`src/rtl/lc4_divider_seq_pkg.sv`:
```
// Shared LC4 divider definitions: datapath width, FSM encoding, iteration count helper.
package lc4_divider_seq_pkg;

  localparam int unsigned WORD_W = 16;

  typedef enum logic [1:0] {
    ST_IDLE = 2'd0,
    ST_BUSY = 2'd1,
    ST_DONE = 2'd2
  } div_state_e;

  // Number of busy cycles needed to resolve all quotient bits.
  function automatic int unsigned iter_count(input int unsigned bits_per_cycle);
    return WORD_W / bits_per_cycle;
  endfunction

endpackage

```
`src/rtl/lc4_div_step.sv`:
```
// One restoring division step: shift in a dividend bit, conditionally subtract the divisor.
module lc4_div_step
  import lc4_divider_seq_pkg::*;
(
  input  logic [WORD_W-1:0] rem,
  input  logic              dvd_bit,
  input  logic [WORD_W-1:0] divisor,
  output logic [WORD_W-1:0] rem_next,
  output logic              q_bit
);

  logic [WORD_W:0] shifted;
  logic [WORD_W:0] diff;

  // 17-bit compare/subtract so a shifted remainder above 0xFFFF is handled.
  always_comb begin
    shifted  = {rem, dvd_bit};
    diff     = shifted - {1'b0, divisor};
    q_bit    = (shifted >= {1'b0, divisor});
    rem_next = q_bit ? WORD_W'(diff) : WORD_W'(shifted);
  end

endmodule

```
`src/rtl/lc4_divider_seq.sv`:
```
// Sequential 16-bit unsigned restoring divider for the LC4 ALU DIV/MOD paths.
module lc4_divider_seq
  import lc4_divider_seq_pkg::*;
#(
  parameter int unsigned BITS_PER_CYCLE = 1
) (
  input  logic              clk,
  input  logic              rst,
  input  logic              i_start,
  input  logic [WORD_W-1:0] i_dividend,
  input  logic [WORD_W-1:0] i_divisor,
  output logic              o_busy,
  output logic              o_valid,
  output logic [WORD_W-1:0] o_quotient,
  output logic [WORD_W-1:0] o_remainder
);

  localparam int unsigned ITERS = iter_count(BITS_PER_CYCLE);
  localparam int unsigned CNT_W = $clog2(WORD_W + 1);

  div_state_e state_q, state_d;

  logic              accept, step_en, finish;
  logic [CNT_W-1:0]  cnt_q;
  logic [WORD_W-1:0] dvd_q, dvs_q, rem_q;
  logic [WORD_W-1:0] dvd_next;
  logic [WORD_W-1:0] rem_c [BITS_PER_CYCLE+1];
  logic [BITS_PER_CYCLE-1:0] q_c;
  logic              busy_q, valid_q;
  logic [WORD_W-1:0] quo_q, remo_q;

  // Chain of restoring steps, MSB of the dividend shift register first.
  assign rem_c[0] = rem_q;
  for (genvar g = 0; g < BITS_PER_CYCLE; g++) begin : g_step
    lc4_div_step u_step (
      .rem      (rem_c[g]),
      .dvd_bit  (dvd_q[WORD_W-1-g]),
      .divisor  (dvs_q),
      .rem_next (rem_c[g+1]),
      .q_bit    (q_c[BITS_PER_CYCLE-1-g])
    );
  end

  // Dividend bits shift out the top while quotient bits fill in from the bottom.
  assign dvd_next = {dvd_q[WORD_W-BITS_PER_CYCLE-1:0], q_c};

  // State register.
  always_ff @(posedge clk) begin
    if (rst) state_q <= ST_IDLE;
    else     state_q <= state_d;
  end

  // Next-state and control decode.
  always_comb begin
    state_d = state_q;
    accept  = 1'b0;
    step_en = 1'b0;
    finish  = 1'b0;
    case (state_q)
      ST_IDLE: begin
        if (i_start) begin
          accept  = 1'b1;
          state_d = ST_BUSY;
        end
      end
      ST_BUSY: begin
        step_en = 1'b1;
        if (cnt_q == CNT_W'(1)) begin
          finish  = 1'b1;
          state_d = ST_DONE;
        end
      end
      ST_DONE: begin
        if (i_start) begin
          accept  = 1'b1;
          state_d = ST_BUSY;
        end else begin
          state_d = ST_IDLE;
        end
      end
      default: state_d = ST_IDLE;
    endcase
  end

  // Datapath and registered outputs; results only change on completion.
  always_ff @(posedge clk) begin
    if (rst) begin
      cnt_q   <= '0;
      dvd_q   <= '0;
      dvs_q   <= '0;
      rem_q   <= '0;
      busy_q  <= 1'b0;
      valid_q <= 1'b0;
      quo_q   <= '0;
      remo_q  <= '0;
    end else begin
      busy_q  <= (state_d == ST_BUSY);
      valid_q <= finish;
      if (accept) begin
        dvd_q <= i_dividend;
        dvs_q <= i_divisor;
        rem_q <= '0;
        cnt_q <= CNT_W'(ITERS);
      end else if (step_en) begin
        dvd_q <= dvd_next;
        rem_q <= rem_c[BITS_PER_CYCLE];
        cnt_q <= cnt_q - CNT_W'(1);
      end
      if (finish) begin
        quo_q  <= (dvs_q == '0) ? '0 : dvd_next;
        remo_q <= (dvs_q == '0) ? '0 : rem_c[BITS_PER_CYCLE];
      end
    end
  end

  assign o_busy      = busy_q;
  assign o_valid     = valid_q;
  assign o_quotient  = quo_q;
  assign o_remainder = remo_q;

endmodule

```
`config.mk`:
```
export PLATFORM = sky130hd
export DESIGN_NAME = lc4_divider_seq
export DESIGN_NICKNAME = d
export VERILOG_FILES = /design/src/rtl/lc4_divider_seq_pkg.sv /design/src/rtl/lc4_div_step.sv /design/src/rtl/lc4_divider_seq.sv
export SDC_FILE = /design/constraint.sdc
export NUM_CORES = 1
export LEC_CHECK = 0
export ABC_AREA = 1
export BUFFER_PORTS_ARGS = -buffer_cell sky130_fd_sc_hd__clkbuf_2
export CAP_MARGIN = 20
export CELL_PAD_IN_SITES_DETAIL_PLACEMENT = 1
export CELL_PAD_IN_SITES_GLOBAL_PLACEMENT = 1
export CORE_MARGIN = 10
export CORE_UTILIZATION = 44
export DETAILED_ROUTE_END_ITERATION = 6
export GPL_TIMING_DRIVEN = 0
export PLACE_DENSITY_LB_ADDON = 0.2
export SETUP_SLACK_MARGIN = 0.02
export SLEW_MARGIN = 20
export SYNTH_ARGS = -nofsm -noshare
export SYNTH_HDL_FRONTEND = slang
export SYNTH_SLANG_ARGS = --single-unit
```
`constraint.sdc`:
```
create_clock -name clk -period 3.3 [get_ports clk]
set_input_delay 0.66 -clock clk [delete_from_list [all_inputs] [get_ports clk]]
set_output_delay 0.66 -clock clk [all_outputs]
set_load 0.02 [all_outputs]
```
==> metrics.txt, run 1 <==
Syn. warnings=0; relative slew slack=48.8%; Leak=2.58 nW; Clock Tree Buf Depth=2; Synth top area share=38.2%; wl on met1=6490 µm; Finished Layout Cells=899; final hold vios=0; CP max FO=10; GRT overflow=0; total CTS buffers=9; crit path time final=2.34 ns; Root Driver=clkbuf_8; met2 WL=7250 µm; Antenna Diode Count=0; unrepaired setup endpoints after global routing=no; placed cells=883; crit path DAT=2.60 ns; cell-internal power=1.76 mW; crit end category=flop; DRT Wirelength=14600 µm; post-CTS resize count=0; pin count of the biggest net entering global routing=15; sequential cell fraction of total power=42.3%; Total GRT Usage=19.6%; vias in the first global route=5070; Reg-to-Reg End=rem_q[12]; post-route ant nets=0; Gate power share=31.6%; Worst-path clk slew=0.09 ns; final slew viol count=0; PortBufs=67; clk sink count=89; end of the worst hold path=o_quotient[10]; Starting Density=45.2%; first-pass GRT wire length=23700 µm; Post-synth EDFFs=0; Fin Setup TNS=0 ns; Die Y=123 µm; syn_area_per_cell=6.86 µm²; Worst R2R Start=dvs_q[4]; sw power=1.02 mW; Max Cap Violations=0; Sw Ratio=36.7%; CP startpoint kind=flop; RePlAce Congestion=0.851; initial antenna violation count=0; synthesized cell area=4670 µm²; Post-synth top flop=dfxtp_1; pwr dens=519 nW/µm²; fin nets=812; DR top layer=met4; cts hold-fix bufs=0; R2R depth=15; Power Total=2.78 mW; outcome=finished, final reports clean; post-DR wirelength/cell=16.3 µm; DIE WIDTH=123 µm; sequential area share after synthesis=38.2%; row count=37; min-delay worst type=flop to flop; CP required=3.55 ns; Synth area leaders=dfxtp_1, nand2_1, a21oi_1, inv_1, o21ai_0; Clock power frac=26.1%; Tcrit/Tclk final=71.0%; Die Area=15100 µm²; Distinct cells, synth=37; drt first pass iters=5; synthesis-stage register bit count=89; Reg2Reg Setup Slack=0.96 ns; VDD IR max=0.340 mV; Syn Nets=734; hold wc startpoint=o_quotient[10]; final core utilization=51.9%; Min-Delay Path Depth=2; post-synthesis async set-or-reset flop share=0%; Slew @ Worst Pin=0.768 ns; met3 routed WL=650 µm; layout cell share with drive strength beyond 1=16.1%; Max Clock Skew=0.0108 ns; Max Fclk=427 MHz; vias per cell=5.16; critical path class=flop to flop; clk_lat worst skew=0.36 ns; io pins=69; 1st-iter DRT viols=235; total number of vias=4641; Core Region=10300 µm²; Synth area leader=dfxtp_1; P&R area growth vs syn=14.9%; DP Wirelength=11700 µm; Post-CTS Setup Inserts=0; final setup fails=0; Syn Inst Count=680; DR DRC count=0; CTS HTree Levels=3; TritonCTS clock tree=yes; hold_ws=0.470 ns
per-layer routing:
| layer | GRT usage (%) | up-vias |
|---|---|---|
| li1 | - | 2319 |
| met1 | 22.7 | 2200 |
| met2 | 35.1 | 100 |
| met3 | 4.38 | 22 |
| met4 | 5.90 | 0 |
| met5 | 0 | - |
how the worst max path moves through the flow:
stage | slack [ns] | start | endpoint
3_3_place_gp | 1.07 | dvs_q[10] | rem_q[14]
5_1_grt | 0.73 | dvs_q[11] | rem_q[14]
3_5_place_dp | 1.01 | dvs_q[3] | rem_q[8]
2_1_floorplan | 1.42 | dvs_q[8] | rem_q[9]
6_report | 0.96 | dvs_q[4] | rem_q[12]
4_1_cts | 0.96 | dvs_q[12] | rem_q[12]
critical path: stages, from the launching register on:
cell	delay, ns
dfxtp_1	0.32
inv_1	0.08
ha_1	0.37
nand2_1	0.15
inv_1	0.06
nand2_1	0.09
nand2_1	0.07
nand2_1	0.09
nand3_1	0.14
nand2_4	0.16
nand2_4	0.12
buf_6	0.19
nand2_1	0.08
nand2_1	0.08
o21ai_1	0.16
inv_1	0.07
stage by stage:
step	setup slack, ns	cell area [µm²]
after floorplan	1.42	4670
after global placement	1.07	5170
after detailed placement	1.01	5170
after CTS	0.960	5360
after global routing	0.730	5360
final	0.957	5360
synth_stat cells (2+ instances only):
library cell / n
nand2_1: 192
inv_1: 93
dfxtp_1: 89
a21oi_1: 72
o21ai_0: 58
nor2_1: 36
clkbuf_1: 24
nand3_1: 23
ha_1: 18
a21oi_2: 9
o21ai_2: 9
xor2_1: 7
nand2_2: 6
nand4_1: 5
nor3_1: 5
o21ai_1: 4
and2_1: 3
nor2_4: 3
and3_1: 2
buf_2: 2
nand2_4: 2
nor2_2: 2
xnor2_1: 2
flip-flops by register name, indices dropped and copies added, names as in the netlist, 2 cells and up:
name and cells:
state_q 2, dvd_q 16, dvs_q 16, rem_q 16
o_quotient 16, o_remainder 16, cnt_q 5
power groups by stage:
stage / clock network, mW / registers [mW] / logic (mW)
6_report: 0.727 / 1.18 / 0.879
5_1_grt: 0.789 / 1.18 / 0.986
4_1_cts: 0.734 / 1.17 / 0.879
3_5_place_dp: 0 / 1.20 / 0.871
3_3_place_gp: 0 / 1.20 / 0.840
2_1_floorplan: 0 / 1.19 / 0.634
layout make-up:
type / count / area (µm²)
Fill cell: 1428 / 4960
Tap cell: 136 / 170
Buffer: 29 / 139
Inverter: 95 / 357
Multi-Input combinational cell: 467 / 2390
Clock buffer: 12 / 165
Sequential cell: 89 / 1780
Timing Repair Buffer: 67 / 335
Clock inverter: 4 / 26.3
cells in the final DEF, fill, tap and decap left out, drive strengths merged, types with 4 or more instances in the layout:
cell    count
a21oi      81
buf         5
clkbuf    103
clkinv      4
dfxtp      89
ha         18
inv        94
nand2     200
nand3      23
nand4       6
nor2       41
nor3        6
o21ai      71
xor2        7
logic make-up (layout without fill, tap and decap cells):
logic type	count (synthesis)	in the layout	synth area share [%]
AOI/OAI and AO/OA	156	156	18.5
buffers and inverters	124	207	10.6
DFF	89	89	38.2
adders and majority gates	19	19	5.26
and+or+nand+nor	283	283	25.7
xor gates and xnor gates	9	9	1.69
Power figures use the tool's default switching activity.
==> run 2, diff against run 1 <==
Settings changed: ABC_AREA 1 to 0, CORE_UTILIZATION 44 to 38.
Clock period 3.3 ns to 2 ns, I/O delays scaled along.
==> metrics.txt, run 2 <==
outcome=finished with violations; violated checks=setup timing; Leak=2.40 nW (-6.9%); end of the worst hold path=dvs_q[10]; Tcrit/Tclk final=124% (+53 points); pwr dens=1030 nW/µm² (+99%); first-pass GRT wire length=25800 µm (+8.6%); unrepaired setup endpoints after global routing=yes; initial antenna violation count=0 (unchanged); most frequent CP cell=buf_12; crit-path cells=inv_1, ha_4, nand4_1, nor4_2, or3_4, a21oi_4, nor2_4, buf_12, buf_12, mux2i_4, a21oi_2; Distinct cells, synth=52 (+41%); Slew @ Worst Pin=0.724 ns (-0.0442 ns); Syn Inst Count=542 (-20%); io pins=69 (unchanged); PortBufs=68 (+1.5%); total CTS buffers=9 (unchanged); total number of vias=4588 (-1.1%); Max Cap Violations=0 (unchanged); Total GRT Usage=19.7% (+0.11 points); VDD IR max=0.597 mV (+76%); synthesized cell area=4330 µm² (-7.1%); clk_lat worst skew=0.36 ns (about the same); Sw Ratio=35.9% (-0.76 points); DRT Wirelength=17100 µm (+17%); post-route ant nets=0 (unchanged); Synth area leaders=dfxtp_1, nand2_1, ha_1, nor2_1, a21oi_1; 1st-iter DRT viols=285 (+21%); relative slew slack=51.7% (+2.9 points); most frequent cell after synthesis=nand2_1; Post-synth top flop=dfxtp_1; Fillers=1312 (-8.1%); layout cell share with drive strength beyond 1=35.1% (+19 points); Worst R2R Start=dvs_q[3]; Synth top area share=41.1% (+2.9 points); Die Y=127 µm (+3.1%); DIE WIDTH=127 µm (+3.1%); final setup fails=34 (+34); crit end category=flop; min-delay worst type=input pin to flop; Clock Tree Buf Depth=2 (unchanged); Syn Nets=596 (-19%); most frequent cells in the layout=nand2_1, clkbuf_2, dfxtp_1, nor2_1, buf_4; sequential area share after synthesis=41.1% (+2.9 points); pin count of the biggest net entering global routing=15 (unchanged); cell-internal power=4.06 mW (+130%); TritonCTS clock tree=yes; R2R depth=11 (-4); CTS HTree Levels=3 (unchanged); vias per cell=5.69 (+10%); Post-synth top cells=nand2_1, dfxtp_1, nor2_1, a21oi_1, o21ai_0; Core Region=11000 µm² (+6.4%); vias in the first global route=4730 (-6.7%); CP required=2.21 ns (-1.34 ns); Die Area=16100 µm² (+6.3%); synthesis-stage register bit count=89 (unchanged); CP startpoint kind=flop; Min-Delay Path Depth=3 (+1); Reg2Reg Setup Slack=-0.48 ns (-1.44 ns); Worst-path clk slew=0.07 ns (-0.02 ns); Reg-to-Reg End=rem_q[8]; fin nets=716 (-12%); critical path class=flop to flop; CP max FO=6 (-4); GRT overflow=0 (unchanged); Buf/Inv on CP=3 (-1); most common cell after layout, fill and taps aside=nand2_1; crit path time final=2.48 ns (+0.140 ns); Antenna Diode Count=0 (unchanged); drt first pass iters=5 (unchanged); Starting Density=39.5% (-5.7 points); P&R area growth vs syn=41.7%; row count=38 (+2.7%); slowest CP cell=dfxtp_1; Post-synth EDFFs=0 (unchanged); crit path DAT=2.70 ns (+0.10 ns); syn_area_per_cell=7.99 µm² (+17%); clk sink count=89 (unchanged); final hold vios=0 (unchanged); RePlAce Congestion=0.838 (-1.6%); DR DRC count=0 (unchanged); post-DR wirelength/cell=21.2 µm (+31%); post-synthesis async set-or-reset flop share=0% (unchanged); Synth area leader=dfxtp_1; slowest stage delay, CP=0.37 ns (about the same); setup ws final=-0.483 ns (-1.44 ns); Max Fclk=403 MHz (-5.6%); cts hold-fix bufs=0 (unchanged); Root Driver=clkbuf_16; hold wc startpoint=i_divisor[10]; Clock power frac=26.5% (+0.4 points); final core utilization=55.9% (+4.0 points); sw power=2.27 mW (+120%); Max Clock Skew=0.0139 ns (+0.00306 ns); final slew viol count=0 (unchanged); placed cells=750 (-15%); Syn. warnings=0 (unchanged); delay-heaviest family, CP=simple AND/OR/NAND/NOR gates; Finished Layout Cells=807 (-10%); sequential cell fraction of total power=31.2% (-11 points); DP Wirelength=10800 µm (-8.5%); Gate power share=42.3% (+11 points)
-- run 2: worst max path at each step --
stage,start,end,slack [ns],depth (start not counted)
2_1_floorplan,dvs_q[5],rem_q[10],-0.21,11
3_3_place_gp,dvd_q[15],o_remainder[14],-0.64,10
3_5_place_dp,dvd_q[15],rem_q[10],-0.65,10
4_1_cts,dvs_q[5],rem_q[8],-0.36,12
5_1_grt,dvs_q[9],rem_q[9],-0.54,11
6_report,dvs_q[3],rem_q[8],-0.48,11
-- run 2: layout make-up --
| cell class | count | area, µm² | share of cell area [%] |
|---|---|---|---|
| multi-input cells | 392 | 2850 | 46.4 |
| flip-flops and latches | 89 | 1820 | 29.6 |
| repair buffers | 114 | 752 | 12.2 |
| clock buffers | 12 | 256 | 4.18 |
| plain buffers | 34 | 175 | 2.85 |
| well taps | 140 | 175 | 2.85 |
| inverters | 22 | 87.6 | 1.43 |
| clock inverters | 4 | 26.3 | 0.428 |
-- run 2: cells by family after synthesis --
group,count (synthesis),share of synthesized area (%)
adder cells (fa/ha/maj),19,5.66
buffers and inverters,61,5.54
XOR/XNOR,15,3.03
flip-flops,89,41.1
AO/OA/AOI/OAI,141,20.9
AND/OR/NAND/NOR,205,21.0
multiplexers,12,2.77
-- run 2: power by group through the flow --
stage | Clock [mW] | Sequential, mW | Combinational, mW
2_1_floorplan | 0 | 1.97 | 1.08
3_3_place_gp | 0 | 1.99 | 1.42
3_5_place_dp | 0 | 2.00 | 1.46
4_1_cts | 1.67 | 1.96 | 2.31
5_1_grt | 1.77 | 1.99 | 2.80
6_report | 1.68 | 1.98 | 2.68
-- run 2: what timing repair did --
item | 4_1_cts | 5_1_grt
setup buffers | 34 | 10
gates cloned | 2 | 0
gates resized for setup | 103 | 51
pin swaps | 34 | 26
endpoints found under the setup margin | 46 | 47
-- run 2: worst reg2reg max path: cells and delay by family (launching register included) --
family,cells,cell delay (ns)
AO/OA/AOI/OAI,2,0.13
AND/OR/NAND/NOR,4,0.85
adder cells (fa/ha/maj),1,0.33
buffers and inverters,3,0.41
flip-flops,1,0.37
multiplexers,1,0.26
-- run 2: per-layer routing --
metal  routed length (µm)  vias to the layer above  global-route usage (%)  share of wire (%)
met3                  985                       31                    4.62                5.7
met1                 7530                     2260                    24.5                 44
met5                    0                        -                       0                  0
met4                  345                        0                    6.36                2.0
li1                     -                     2145                       -                  -
met2                 8290                      152                    32.7                 48
-- run 2: stage by stage --
step	power (mW)	instance area [µm²]	TNS, ns	setup slack [ns]	hold WS [ns]
4_1_cts	5.95	5890	-10.50	-0.364	0.265
2_1_floorplan	3.05	4410	-4.05	-0.210	0.442
3_5_place_dp	3.46	4920	-18.62	-0.646	0.444
6_report	6.34	6140	-13.59	-0.483	0.256
3_3_place_gp	3.42	4920	-17.11	-0.644	0.435
5_1_grt	6.56	6140	-15.54	-0.543	0.263
==> run 3, diff against run 2 <==
--- a/config.mk
+++ b/config.mk
@@ -11,4 +11,5 @@
 export CELL_PAD_IN_SITES_DETAIL_PLACEMENT = 1
 export CELL_PAD_IN_SITES_GLOBAL_PLACEMENT = 1
+export CORE_ASPECT_RATIO = 1.5
 export CORE_MARGIN = 10
 export CORE_UTILIZATION = 38
==> constraint.sdc (replaced) <==
create_clock -name clk -period 2 [get_ports clk]
set_input_delay 0.3 -clock clk [delete_from_list [all_inputs] [get_ports clk]]
set_output_delay 0.3 -clock clk [all_outputs]
set_load 0.02 [all_outputs]
==> metrics.txt, run 3 (synthesis gave the netlist of run 2 again) <==
outcome=finished with violations; violated checks=setup timing; GRT overflow=0 (unchanged); drt first pass iters=4 (-1); Max Cap Violations=0 (unchanged); unrepaired setup endpoints after global routing=yes; most frequent cells in the layout=nand2_1, clkbuf_2, dfxtp_1, nor2_1, a21oi_1; total number of vias=4468 (-2.6%); fin nets=709 (-0.98%); initial antenna violation count=0 (unchanged); Die Y=151 µm (+19%); DIE WIDTH=107 µm (-15%); vias in the first global route=4790 (+1.3%); P&R area growth vs syn=38.8%; 1st-iter DRT viols=122 (-57%); CP max FO=7 (+1); Placed Area=4930 µm² (+0.18%); crit path DAT=2.72 ns (+0.02 ns); delay-heaviest family, CP=simple AND/OR/NAND/NOR gates; Fin Setup TNS=-11.91 ns (+1.69 ns); DP Wirelength=11600 µm (+7.5%); final hold vios=0 (unchanged); Fillers=1361 (+3.7%); relative slew slack=59.0% (+7.2 points); CP startpoint kind=flop; Starting Density=39.0% (-0.47 points); total CTS buffers=9 (unchanged); DR DRC count=0 (unchanged); CP required=2.27 ns (+0.06 ns); min-delay worst type=input pin to flop; final setup fails=34 (unchanged); row count=47 (+24%); slowest CP cell=dfxtp_2; PortBufs=68 (unchanged); Worst-path clk slew=0.07 ns (about the same); vias per cell=5.54 (-2.6%); first-pass GRT wire length=25100 µm (-2.6%); Slew @ Worst Pin=0.616 ns (-0.108 ns); crit path time final=2.45 ns (-0.0311 ns); Total GRT Usage=19.6% (-0.086 points); final slew viol count=0 (unchanged); Max Fclk=408 MHz (+1.3%); most frequent CP cell=buf_12; post-DR wirelength/cell=20.7 µm (-2.3%); critical path class=flop to flop; clk_lat worst skew=0.35 ns (about the same); crit end category=flop; Die Area=16200 µm² (+0.55%); Leak=2.37 nW (-1.3%); clk sink count=89 (unchanged); DRT Wirelength=16700 µm (-2.3%); Root Driver=clkbuf_16; post-layout instance area=6020 µm² (-2.0%); pin count of the biggest net entering global routing=17 (+2); crit-path cells=ha_1, buf_6, nand4_1, nor4_2, or3_4, a21oi_4, nor2_4, buf_12, buf_12, mux2i_4, a21oi_1; cts hold-fix bufs=0 (unchanged); CTS HTree Levels=3 (unchanged); TritonCTS clock tree=yes; Buf/Inv on CP=3 (unchanged); Antenna Diode Count=0 (unchanged); Core Region=11100 µm² (+1.2%); Multi-input gate area=2760 µm² (-3.1%); slowest stage delay, CP=0.42 ns (+0.05 ns); pwr dens=1020 nW/µm² (-0.71%); io pins=69 (unchanged); layout cell share with drive strength beyond 1=33.6% (-1.4 points); Clock Tree Buf Depth=2 (unchanged); post-route ant nets=0 (unchanged); Tcrit/Tclk final=123% (-1.6 points); Max Clock Skew=0.0119 ns (-0.00202 ns); most common cell after layout, fill and taps aside=nand2_1; VDD IR max=0.450 mV (-25%); area occupied by registers=1820 µm² (+0.21%); RePlAce Congestion=0.915 (+9.3%); setup ws final=-0.452 ns (+0.0311 ns)
run 3: cell count changes in the layout (fill, tap and decap cells not counted), moves of 2 or more:
cell	delta
a21oi_1	+4
a21oi_2	-4
buf_4	-2
buf_6	-3
clkbuf_1	-2
clkinv_2	-2
dfxtp_1	-5
dfxtp_2	+6
ha_1	+4
ha_4	-3
run 3: per-stage QoR:
step	hold WS (ns)	power (mW)	cells	util, %	worst slack (ns)
6_report	0.173	6.16	807	54.1	-0.452
5_1_grt	0.177	6.40	807	54.1	-0.568
4_1_cts	0.170	5.78	803	51.8	-0.408
3_5_place_dp	0.446	3.49	757	44.4	-0.668
3_3_place_gp	0.435	3.45	757	44.4	-0.622
2_1_floorplan	0.428	3.05	542	-	-0.210
run 3: worst min-delay path: stages:
cell	delay (ns)
clkbuf_2	0.08
nand2_1	0.05
a21oi_1	0.05
run 3: path summary, 6_finish.rpt:
check | from | end | slack (ns) | cells after the start
max | rem_q[8] | rem_q[8] | -0.45 | 11
min | i_divisor[14] | dvs_q[14] | 0.17 | 3
max reg2reg | rem_q[8] | rem_q[8] | -0.45 | 11
min reg2reg | o_remainder[0] | o_remainder[0] | 0.45 | 2
run 3: power breakdown:
| part | total (mW) | internal (mW) | switching [mW] |
|---|---|---|---|
| Clock | 1.79 | 1.02 | 0.772 |
| Combinational | 2.39 | 1.10 | 1.29 |
| Sequential | 1.98 | 1.87 | 0.108 |
| Total | 6.16 | 3.99 | 2.17 |
run 3: final cells by class:
type / count / share of cell area, %
sequential: 89 / 30.3
buffer: 34 / 2.97
multi-input combinational: 392 / 45.9
inverter: 22 / 1.41
tap: 147 / 3.06
timing repair buffer: 107 / 11.2
clock inverter: 6 / 1.23
clock buffer: 10 / 3.97
run 3: per-layer routing:
metal | vias up | part of all wire, % | track usage, % | routed length, µm
met5 | - | 0 | 0 | 0
li1 | 2129 | - | - | -
met4 | 0 | 4.4 | 8.97 | 732
met2 | 110 | 54 | 36.9 | 9110
met3 | 35 | 3.9 | 4.42 | 657
met1 | 2194 | 37 | 19.7 | 6250
run 3: what timing repair did:
action	CTS	global route
pin swaps	24	19
buffers inserted	30	10
setup endpoints to repair	46	44
gates resized for setup	74	66
cloned	1	0
